$ cat config.mk
export PLATFORM = sky130hd
export DESIGN_NAME = deserializer
export DESIGN_NICKNAME = d
export VERILOG_FILES = /design/src/rtl/deserializer.sv
export SDC_FILE = /design/constraint.sdc
export NUM_CORES = 1
export LEC_CHECK = 0
export CELL_PAD_IN_SITES_DETAIL_PLACEMENT = 2
export CELL_PAD_IN_SITES_GLOBAL_PLACEMENT = 2
export CORE_MARGIN = 5
export CORE_UTILIZATION = 38
export DETAILED_ROUTE_END_ITERATION = 8
export GPL_TIMING_DRIVEN = 1
export HOLD_SLACK_MARGIN = 0.05
export PLACE_DENSITY = 0.85
export SYNTH_ARGS = -nofsm -noshare
export SYNTH_HDL_FRONTEND = slang
export SYNTH_SLANG_ARGS = --single-unit
$ cat constraint.sdc
create_clock -name high_speed_clock -period 3.5 [get_ports high_speed_clock]
set_input_delay 1.05 -clock high_speed_clock [delete_from_list [all_inputs] [get_ports high_speed_clock]]
set_output_delay 1.05 -clock high_speed_clock [all_outputs]
set_load 0.05 [all_outputs]
$ cat src/rtl/deserializer.sv
// Collects S serial D-bit words into one D*S-bit word, with word-slip alignment.
// Training lock FSM is compiled in with DESERIALIZER_TRAINING_EN.
module deserializer #(
  parameter int unsigned D = 8,
  parameter int unsigned S = 4,
  parameter logic [D*S-1:0] TRAIN_PATTERN = (D*S)'(32'hA5C3_0FF0),
  parameter int unsigned LOCK_MATCHES = 4
) (
  input  logic           high_speed_clock,
  input  logic           reset_n,
  input  logic [D-1:0]   data_in,
  input  logic           in_valid,
  input  logic           slip_req,
  output logic [D*S-1:0] data_out,
  output logic           out_valid,
  output logic           locked
);

  localparam int unsigned LW = $clog2(S);
  localparam logic [LW-1:0] LAST = LW'(S - 1);

  logic [LW-1:0]  r_lane;
  logic           r_slip_pending;
  logic [D*S-1:0] r_buf;
  logic [D*S-1:0] r_data;
  logic           r_out_valid;

  logic           w_accept;
  logic           w_complete;
  logic           w_strobe;
  logic           w_auto_slip;
  logic [D*S-1:0] w_full;

  // A pending slip or a same-cycle slip request swallows this beat.
  assign w_accept   = in_valid & ~r_slip_pending & ~slip_req;
  assign w_complete = w_accept & (r_lane == LAST);

  always_comb begin
    w_full = r_buf;
    w_full[(S-1)*D +: D] = data_in;
  end

  always_ff @(posedge high_speed_clock or negedge reset_n) begin
    if (!reset_n) begin
      r_lane <= '0;
      r_buf  <= '0;
    end else if (w_accept) begin
      r_buf[r_lane*D +: D] <= data_in;
      r_lane <= (r_lane == LAST) ? '0 : r_lane + 1'b1;
    end
  end

  always_ff @(posedge high_speed_clock or negedge reset_n) begin
    if (!reset_n) begin
      r_slip_pending <= 1'b0;
    end else if (in_valid) begin
      r_slip_pending <= w_auto_slip;
    end else if (slip_req) begin
      r_slip_pending <= 1'b1;
    end
  end

  always_ff @(posedge high_speed_clock or negedge reset_n) begin
    if (!reset_n) begin
      r_data      <= '0;
      r_out_valid <= 1'b0;
    end else begin
      r_out_valid <= w_strobe;
      if (w_complete) begin
        r_data <= w_full;
      end
    end
  end

`ifdef DESERIALIZER_TRAINING_EN
  localparam logic [0:0] ST_HUNT   = 1'b0;
  localparam logic [0:0] ST_LOCKED = 1'b1;

  logic [0:0] r_state;
  logic [3:0] r_cnt;
  logic       w_hunt_done;
  logic       w_match;
  logic       w_lock_now;

  assign w_hunt_done = (r_state == ST_HUNT) & w_complete;
  assign w_match     = (w_full == TRAIN_PATTERN);
  assign w_lock_now  = w_hunt_done & w_match
                     & (r_cnt == 4'(LOCK_MATCHES - 1));
  assign w_auto_slip = w_hunt_done & ~w_match;
  // The word that achieves lock is itself strobed.
  assign w_strobe    = w_complete & ((r_state == ST_LOCKED) | w_lock_now);
  assign locked      = (r_state == ST_LOCKED);

  always_ff @(posedge high_speed_clock or negedge reset_n) begin
    if (!reset_n) begin
      r_state <= ST_HUNT;
      r_cnt   <= '0;
    end else begin
      unique case (r_state)
        ST_HUNT: begin
          if (w_lock_now) begin
            r_state <= ST_LOCKED;
            r_cnt   <= '0;
          end else if (w_hunt_done) begin
            r_cnt <= w_match ? r_cnt + 1'b1 : '0;
          end
        end
        ST_LOCKED: begin
          if (slip_req) begin
            r_state <= ST_HUNT;
            r_cnt   <= '0;
          end
        end
        default: begin
          r_state <= ST_HUNT;
          r_cnt   <= '0;
        end
      endcase
    end
  end
`else
  assign w_auto_slip = 1'b0;
  assign w_strobe    = w_complete;
  assign locked      = 1'b1;
`endif

  assign data_out  = r_data;
  assign out_valid = r_out_valid;

endmodule

==> impl_metrics.env, run 1 <==
export IMPL_status="complete, no violations"
export IMPL_numPlacedInstances=276
export IMPL_viasPerCell=5.16
export IMPL_routedWlPerCell_microns=21.2
export IMPL_period_minus_slack_ns=2.69
export IMPL_avgSynthCellArea_sq_um=14.7
export IMPL_power_switching_mw=1.30
export IMPL_detail_route_antenna_nets=0
export IMPL_vias=1508
export IMPL_synthTopCellsByArea="dfrtp_1, mux2_2, a22o_1"
export IMPL_antenna_found_initial=0
export IMPL_synth_warnings=0
export IMPL_max_freq_mhz=372
export IMPL_syn_area_sq_mm=0.00239
export IMPL_grt_pass1_wl_microns=9980
export IMPL_tightest_slew_ns=0.806
export IMPL_setup_violations=0
export IMPL_grt_overflow=0
export IMPL_die_w_microns=89.3
export IMPL_relSlewSlack_pct=46.3
export IMPL_hpwl_microns=4440
export IMPL_fin_tns_setup_ns=0
export IMPL_clock_sinks=60
export IMPL_worst_hold_path_type="reg2reg"
export IMPL_p_total_mw=3.09
export IMPL_p_per_area_mw_per_mm2=1010
export IMPL_rows=28
export IMPL_gp_congestion=0.800
export IMPL_io_pins=46
export IMPL_skew_ns=0.0103
export IMPL_syn_num_nets=180
export IMPL_drt_first_pass_iters=4
export IMPL_clockBufferDepth=2
export IMPL_irDropWorstVdd_uv=421
export IMPL_utilization_pct=50.7
export IMPL_num_fill_cells=578
export IMPL_required_ns=3.77
export IMPL_cts_resized=0
export IMPL_antenna_cells=0
export IMPL_drc=0
export IMPL_stdcell_count=292
export IMPL_swShare_pct=42.0
export IMPL_critPathArrivalTime_ns=2.96
export IMPL_startpoint_type="input pin"
export IMPL_multi_input_area_sq_um=803
export IMPL_core_area_sq_mm=0.00603
export IMPL_fp_dieArea_sq_mm=0.00797
export IMPL_die_h_microns=89.3
export IMPL_rsz0062_at_grt="no"
export IMPL_p_clk_share_pct=18.6
export IMPL_syn2layout_area_growth_pct=27.9
export IMPL_synth_top_cell_area_share_pct=62.9
export IMPL_grt_max_degree=38
export IMPL_drt_initial_drc_count=65
export IMPL_cts_made_buffers=9
export IMPL_fin_nets=229
export IMPL_ys_seq_area_share_pct=62.9
export IMPL_pwr_share_seq_pct=37.4
export IMPL_crit_path_end_kind="flop"
export IMPL_synth_largest_area_cell="dfrtp_1"
export IMPL_internal_power_mw=1.79
export IMPL_gr_usage_all_layers_pct=17.6
export IMPL_start_util_pct=39.6
export IMPL_grt_pass1_vias=1737
export IMPL_syn_inst=163
export IMPL_finalHoldViolCount=0
export IMPL_layout_drive_gt1_share_pct=24.4
export IMPL_clockRootBuffer="clkbuf_8"
export IMPL_final_seq_area_sq_mm=0.00150
export IMPL_ys_types=21
export IMPL_slew_viol_final=0
export IMPL_max_cap_viol_count=0
export IMPL_holdBufCountCts=0
export IMPL_clock_latency_ns=0.33
export IMPL_cts_tree="done"
export IMPL_leakage_nw=1.40
export IMPL_h_tree_depth=3
export IMPL_wl_microns=6180
export IMPL_comb_power_share_pct=44.0
export IMPL_cp_max_fo=9
export IMPL_postCtsSetupBuffers=0
export IMPL_finalCritPeriodShare_pct=76.8
export IMPL_port_buffers=44
export IMPL_clkSlewWorstSetupHoldPaths_ns=0.06
export IMPL_ys_ff_latch=60
export IMPL_holdWs_ns=0.489
export IMPL_worstSetupPathType="in2reg"
-- synthesized netlist by cell type, drive strengths merged --
master   instances
a22o            15
a32o             1
and3             1
buf              7
clkbuf           1
conb             1
dfrtp           60
ha               5
inv              3
mux2            34
nand2           17
nand2b           1
nand4bb          3
nor2             3
nor3             1
nor3b            1
nor4             1
o21ai            8
-- state kept, by name, summed over array words and instances (netlist names) --
signal          count
r_lane              2
data_out           32
out_valid           1
r_buf              24
r_slip_pending      1
-- final timing paths --
path	startpoint	to	slack [ns]	depth (start not counted)
setup / recovery	in_valid	r_buf[14]	0.81	4
max in group asynchronous	reset_n	data_out[27]	1.86	2
hold reg to reg	r_buf[4]	r_buf[4]	0.49	2
hold / removal	r_buf[4]	r_buf[4]	0.49	2
min in group asynchronous	reset_n	data_out[26]	0.80	1
setup reg to reg	r_lane[0]	r_buf[19]	1.32	5
-- cell usage in the layout, fill, tap and decap left out, drive strengths merged --
master / synthesis / layout
nand2b: 1 / 1
nand2: 17 / 17
buf: 7 / 3
a32o: 1 / 1
ha: 5 / 5
nor2: 3 / 3
and3: 1 / 1
mux2: 34 / 34
nor3: 1 / 1
a22o: 15 / 15
dfrtp: 60 / 60
conb: 1 / 1
nor3b: 1 / 1
nor4: 1 / 1
clkdlybuf4s50: 0 / 43
inv: 3 / 3
clkinv: 0 / 1
nand4bb: 3 / 3
o21ai: 8 / 8
clkbuf: 1 / 15
-- power by group through the flow --
stage,registers (mW),logic [mW],clock network (mW)
after global routing,1.19,1.43,0.628
final,1.16,1.36,0.573
after detailed placement,1.17,1.37,0
after CTS,1.16,1.38,0.588
after global placement,1.13,1.31,0
after floorplan,1.64,0.382,0
-- kinds of logic after synthesis --
kind of cell | share of synthesized area, %
mux | 16.0
simple gates | 7.23
compound gates | 7.60
flops | 62.9
buf+inv | 3.51
other cells | 0.157
fa+ha+maj | 2.62
-- worst max-delay path: stages --
cell and delay, ns:
clkdlybuf4s50_1 0.58, nand4bb_1 0.52, nor3_4 0.56, a32o_1 0.23
-- layout make-up --
cell class | instances | share of cell area (%)
Clock inverter | 1 | 0.164
Clock buffer | 15 | 5.78
Timing Repair Buffer | 46 | 15.2
Inverter | 3 | 0.369
Sequential cell | 60 | 49.2
Multi-Input combinational cell | 92 | 26.3
Tap cell | 75 | 3.07
-- stage by stage --
stage	worst slack, ns	area, sq um
floorplan	1.44	2390
detailed placement	0.529	2870
global route	0.738	3050
finish	0.811	3050
CTS	0.833	3050
global placement	0.699	2870
-- metal layers --
metal	vias to the layer above	part of all wire, %	wire length [microns]	track usage, %
met2	44	51	3170	29.6
met4	0	1.9	118	6.77
li1	667	-	-	-
met5	-	0	0	0
met1	786	42	2570	21.2
met3	11	5.2	321	5.16
No activity file was read; power rests on OpenSTA's default activity.
==> run 2, diff against run 1 <==
Settings changed: CORE_UTILIZATION 38 to 32, PLACE_DENSITY 0.85 to 0.77.
Clock period 3.5 ns to 2.46 ns, I/O delays scaled along.
==> run 2 against run 1 <==
  * Via count is 1.4% higher
  * Utilization is 7.5 points lower
  * Critical endpoint is now data_out[25]
  * Critical path type is now reg2out
  * Setup slack worse by 0.64 ns
==> impl_metrics.env, run 2 (synthesis results as in run 1) <==
export IMPL_setup_slack_ns=0.169
export IMPL_routedWlPerCell_microns=19.0
export IMPL_port_buffers=44
export IMPL_critPathArrivalTime_ns=1.55
export IMPL_vias=1529
export IMPL_antenna_found_initial=0
export IMPL_max_freq_mhz=437
export IMPL_p_total_mw=4.36
export IMPL_r2r_end="r_buf[1]"
export IMPL_crit_path_end_kind="output port"
export IMPL_layout_drive_gt1_share_pct=27.1
export IMPL_pwr_share_seq_pct=37.4
export IMPL_internal_power_mw=2.52
export IMPL_leakage_nw=1.42
export IMPL_swShare_pct=42.2
export IMPL_crit_slowest_cell="clkdlybuf4s50_1"
export IMPL_p_per_area_mw_per_mm2=1390
export IMPL_setup_violations=0
export IMPL_gp_congestion=0.742
export IMPL_finalCritPeriodShare_pct=93.1
export IMPL_gr_usage_all_layers_pct=14.8
export IMPL_holdBufCountCts=0
export IMPL_drc=0
export IMPL_startpoint_type="flop"
export IMPL_mostFrequentLayoutCells="dfrtp_1, clkdlybuf4s50_1, mux2_2"
export IMPL_comb_power_share_pct=44.2
export IMPL_final_common_cell="dfrtp_1"
export IMPL_fp_dieArea_sq_mm=0.00929
export IMPL_irDropWorstVdd_uv=643
export IMPL_cp_cell_sequence="clkdlybuf4s50_1"
export IMPL_num_fill_cells=740
export IMPL_grt_pass1_vias=1761
export IMPL_postCtsSetupBuffers=0
export IMPL_clockRootBuffer="clkbuf_8"
export IMPL_worst_hold_path_type="in2async"
export IMPL_grt_overflow=0
export IMPL_reg2reg_slack_ns=0.46
export IMPL_status="complete, no violations"
export IMPL_finalHoldViolCount=0
export IMPL_start_util_pct=32.9
export IMPL_syn2layout_area_growth_pct=31.0
export IMPL_tightest_slew_ns=0.570
export IMPL_relSlewSlack_pct=61.9
export IMPL_cts_tree="done"
export IMPL_grt_pass1_wl_microns=9920
export IMPL_clkSlewWorstSetupHoldPaths_ns=0.07
export IMPL_holdWs_ns=0.394
export IMPL_cp_top_family="buffers and inverters"
export IMPL_critPathMaxStageDelay_ns=0.84
export IMPL_period_minus_slack_ns=2.29
export IMPL_detail_route_antenna_nets=0
export IMPL_wl_microns=6080
export IMPL_hpwl_microns=4190
export IMPL_worstSetupPathType="reg2out"
export IMPL_viasPerCell=4.78
export IMPL_cts_resized=0
export IMPL_drt_initial_drc_count=34
export IMPL_regToRegStartpoint="r_lane[0]"
export IMPL_place_ws_ns=0.0514
export IMPL_fin_tns_setup_ns=0
export IMPL_cts_made_buffers=9
export IMPL_power_switching_mw=1.84
export IMPL_largest_reg_flops=32
export IMPL_clock_sinks=60
export IMPL_core_area_sq_mm=0.00725
export IMPL_skew_ns=0.00657
export IMPL_slew_viol_final=0
export IMPL_required_ns=1.72
export IMPL_rsz0062_at_grt="no"
export IMPL_fin_nets=234
export IMPL_max_cap_viol_count=0
export IMPL_cp_max_fo=2
export IMPL_grt_max_degree=38
export IMPL_critPathBufInv=1
export IMPL_r2r_cells=5
export IMPL_die_w_microns=96.4
export IMPL_antenna_cells=0
export IMPL_rows=31
export IMPL_clock_latency_ns=0.34
export IMPL_drt_first_pass_iters=4
export IMPL_clockBufferDepth=2
export IMPL_p_clk_share_pct=18.4
export IMPL_io_pins=46
export IMPL_h_tree_depth=3
export IMPL_die_h_microns=96.4
-- run 2: per-layer routing --
layer | vias to the layer above | wire length [microns] | global-route usage, %
li1 | 683 | - | -
met1 | 803 | 2560 | 18.1
met4 | 0 | 83 | 4.91
met2 | 37 | 3110 | 24.6
met5 | - | 0 | 0
met3 | 6 | 320 | 4.96
-- run 2: area by class of cell --
class	instances	area (sq um)	share of cell area, %
timing repair buffer	51	513	16.4
sequential	60	1500	48.0
clock inverter	4	25.0	0.800
tap	99	124	3.96
inverter	3	11.3	0.360
clock buffer	11	151	4.84
multi-input combinational	92	803	25.7
-- run 2: how the worst max path moves through the flow --
stage / slack, ns / to / depth (start not counted) / from
floorplan: 0.71 / data_out[31] / 5 / slip_req
global placement: 0.17 / data_out[2] / 5 / slip_req
detailed placement: 0.05 / data_out[10] / 5 / slip_req
CTS: 0.12 / data_out[25] / 1 / data_out[25]
global route: 0.11 / data_out[25] / 1 / data_out[25]
finish: 0.17 / data_out[25] / 1 / data_out[25]
-- run 2: stage by stage --
stage	area [sq um]	std cells	util [%]
3_3_place_gp	2950	305	40.7
5_1_grt	3130	320	43.1
4_1_cts	3130	320	43.1
6_report	3130	320	43.1
2_1_floorplan	2390	163	-
3_5_place_dp	2950	305	40.7
-- run 2: power by group through the flow --
| stage | clock network (mW) | registers (mW) | logic [mW] |
|---|---|---|---|
| 2_1_floorplan | 0 | 2.34 | 0.543 |
| 3_3_place_gp | 0 | 1.62 | 1.88 |
| 3_5_place_dp | 0 | 1.65 | 1.93 |
| 4_1_cts | 0.829 | 1.64 | 1.96 |
| 5_1_grt | 0.892 | 1.68 | 2.04 |
| 6_report | 0.802 | 1.63 | 1.93 |
-- run 2: worst reg2reg max path, cell delays in order (launching register included) --
cell	delay, ns
dfrtp_1	0.53
inv_1	0.20
ha_1	0.38
nor3b_2	0.50
nand2_1	0.13
o21ai_0	0.17
==> run 3, diff against run 2 <==
Settings changed: CORE_MARGIN 5 to 2, SLEW_MARGIN set to 20.
==> run 3 against run 2 <==
  * Cell area down 0.60%
  * Critical path type unchanged
  * Global-route usage up 0.42 points
  * First-iteration DRC count up 71%
  * Hold slack worse by 0.075 ns
==> impl_metrics.env, run 3 (synthesis results as in run 1) <==
export IMPL_status="complete, no violations"
export IMPL_power_switching_mw=1.84
export IMPL_regToRegStartpoint="r_lane[0]"
export IMPL_endpoint="data_out[22]"
export IMPL_p_clk_share_pct=18.3
export IMPL_clock_latency_ns=0.34
export IMPL_cts_tree="done"
export IMPL_grt_max_degree=32
export IMPL_r2r_end="r_buf[14]"
export IMPL_fin_tns_setup_ns=0
export IMPL_finalHoldViolCount=0
export IMPL_period_minus_slack_ns=2.28
export IMPL_clockRootBuffer="clkbuf_8"
export IMPL_wl_met1_microns=2440
export IMPL_rows=31
export IMPL_max_freq_mhz=438
export IMPL_swShare_pct=42.7
export IMPL_grt_overflow=0
export IMPL_worstSetupPathType="reg2out"
export IMPL_reg2reg_slack_ns=0.49
export IMPL_cp_top_family="buffers and inverters"
export IMPL_detail_route_antenna_nets=0
export IMPL_hpwl_microns=3860
export IMPL_clkSlewWorstSetupHoldPaths_ns=0.08
export IMPL_critPathArrivalTime_ns=1.54
export IMPL_holdBufCountCts=0
export IMPL_fp_dieArea_sq_mm=0.00817
export IMPL_cts_resized=0
export IMPL_startpoint_type="flop"
export IMPL_max_cap_viol_count=0
export IMPL_port_buffers=44
export IMPL_drt_initial_drc_count=58
export IMPL_comb_power_share_pct=44.1
export IMPL_largest_reg_flops=32
export IMPL_cp_cell_sequence="clkdlybuf4s50_1"
export IMPL_r2r_cells=5
export IMPL_mostFrequentLayoutCells="dfrtp_1, clkdlybuf4s50_1, mux2_2"
export IMPL_gp_congestion=0.822
export IMPL_viasPerCell=4.73
export IMPL_cts_made_buffers=9
export IMPL_fin_nets=233
export IMPL_io_pins=46
export IMPL_pwr_share_seq_pct=37.7
export IMPL_wl_microns=5550
export IMPL_design_area_sq_mm=0.00311
export IMPL_skew_ns=0.00707
export IMPL_postCtsSetupBuffers=0
export IMPL_p_per_area_mw_per_mm2=1390
export IMPL_critPathBufInv=1
export IMPL_h_tree_depth=3
export IMPL_antenna_found_initial=0
export IMPL_gr_usage_all_layers_pct=15.2
export IMPL_top_layer_used="met4"
export IMPL_finalCritPeriodShare_pct=92.7
export IMPL_grt_pass1_wl_microns=9500
export IMPL_syn2layout_area_growth_pct=30.2
export IMPL_irDropWorstVdd_uv=541
export IMPL_tightest_slew_ns=0.547
export IMPL_crit_slowest_cell="clkdlybuf4s50_1"
export IMPL_die_h_microns=90.4
export IMPL_rsz0062_at_grt="no"
export IMPL_final_common_cell="dfrtp_1"
export IMPL_drc=0
export IMPL_grt_pass1_vias=1745
export IMPL_routedWlPerCell_microns=17.3
export IMPL_vias=1515
export IMPL_holdWs_ns=0.319
export IMPL_cp_depth=1
export IMPL_met3_length_microns=234
export IMPL_crit_path_end_kind="output port"
export IMPL_critPathMaxStageDelay_ns=0.81
export IMPL_clock_sinks=60
export IMPL_leakage_nw=1.40
export IMPL_post_dp_cell_area_sq_mm=0.00293
export IMPL_internal_power_mw=2.47
export IMPL_wl_met2_microns=2780
export IMPL_slew_viol_final=0
export IMPL_cp_max_fo=2
export IMPL_cp_startpoint="data_out[22]"
export IMPL_die_w_microns=90.4
export IMPL_setup_violations=0
export IMPL_worst_hold_path_type="in2async"
export IMPL_clockBufferDepth=2
export IMPL_start_util_pct=32.9
export IMPL_antenna_cells=0
export IMPL_relSlewSlack_pct=63.2
export IMPL_core_area_sq_mm=0.00725
export IMPL_required_ns=1.72
export IMPL_layout_drive_gt1_share_pct=27.1
export IMPL_drt_first_pass_iters=4
run 3: changes by cell type in the layout (fill, tap and decap cells not counted):
cell / before / now
clkinv_4: 0 / 3
clkbuf_8: 11 / 9
buf_12: 2 / 1
clkinv_2: 2 / 1
clkinvlp_4: 2 / 3
run 3: how the worst min path moves through the flow:
stage,start,endpoint,slack [ns],depth (start not counted)
floorplan,reset_n,data_out[0],0.44,0
global placement,r_buf[3],r_buf[3],0.46,2
detailed placement,r_buf[3],r_buf[3],0.48,2
CTS,reset_n,data_out[11],0.32,1
global route,reset_n,data_out[18],0.33,1
finish,reset_n,data_out[18],0.32,1
run 3: final cells by class:
type	instances	area (sq um)
flip-flops and latches	60	1500
inverters	3	11.3
well taps	99	124
clock inverters	7	53.8
clock buffers	9	124
multi-input cells	92	803
repair buffers	50	493
fillers	753	4140
run 3: through the flow:
stage               instances  power (mW)  worst slack [ns]  utilization (%)
finish                    320        4.31             0.179             42.9
global route              320        4.55             0.128             42.9
CTS                       320        4.37             0.162             42.9
detailed placement        304        3.57            0.0979             40.4
global placement          304        3.50             0.150             40.4
floorplan                 163        2.88             0.714                -
run 3: power by group through the flow:
stage / combinational [mW] / sequential [mW] / clock [mW]
final: 1.90 / 1.62 / 0.786
after CTS: 1.93 / 1.63 / 0.810
after detailed placement: 1.92 / 1.65 / 0
after floorplan: 0.543 / 2.34 / 0
after global placement: 1.87 / 1.63 / 0
after global routing: 2.01 / 1.69 / 0.852
run 3: routing by layer:
layer | global-route usage (%) | vias up
met2 | 24.6 | 39
met3 | 3.84 | 10
li1 | - | 681
met1 | 19.1 | 785
met4 | 7.31 | 0
met5 | 0 | -
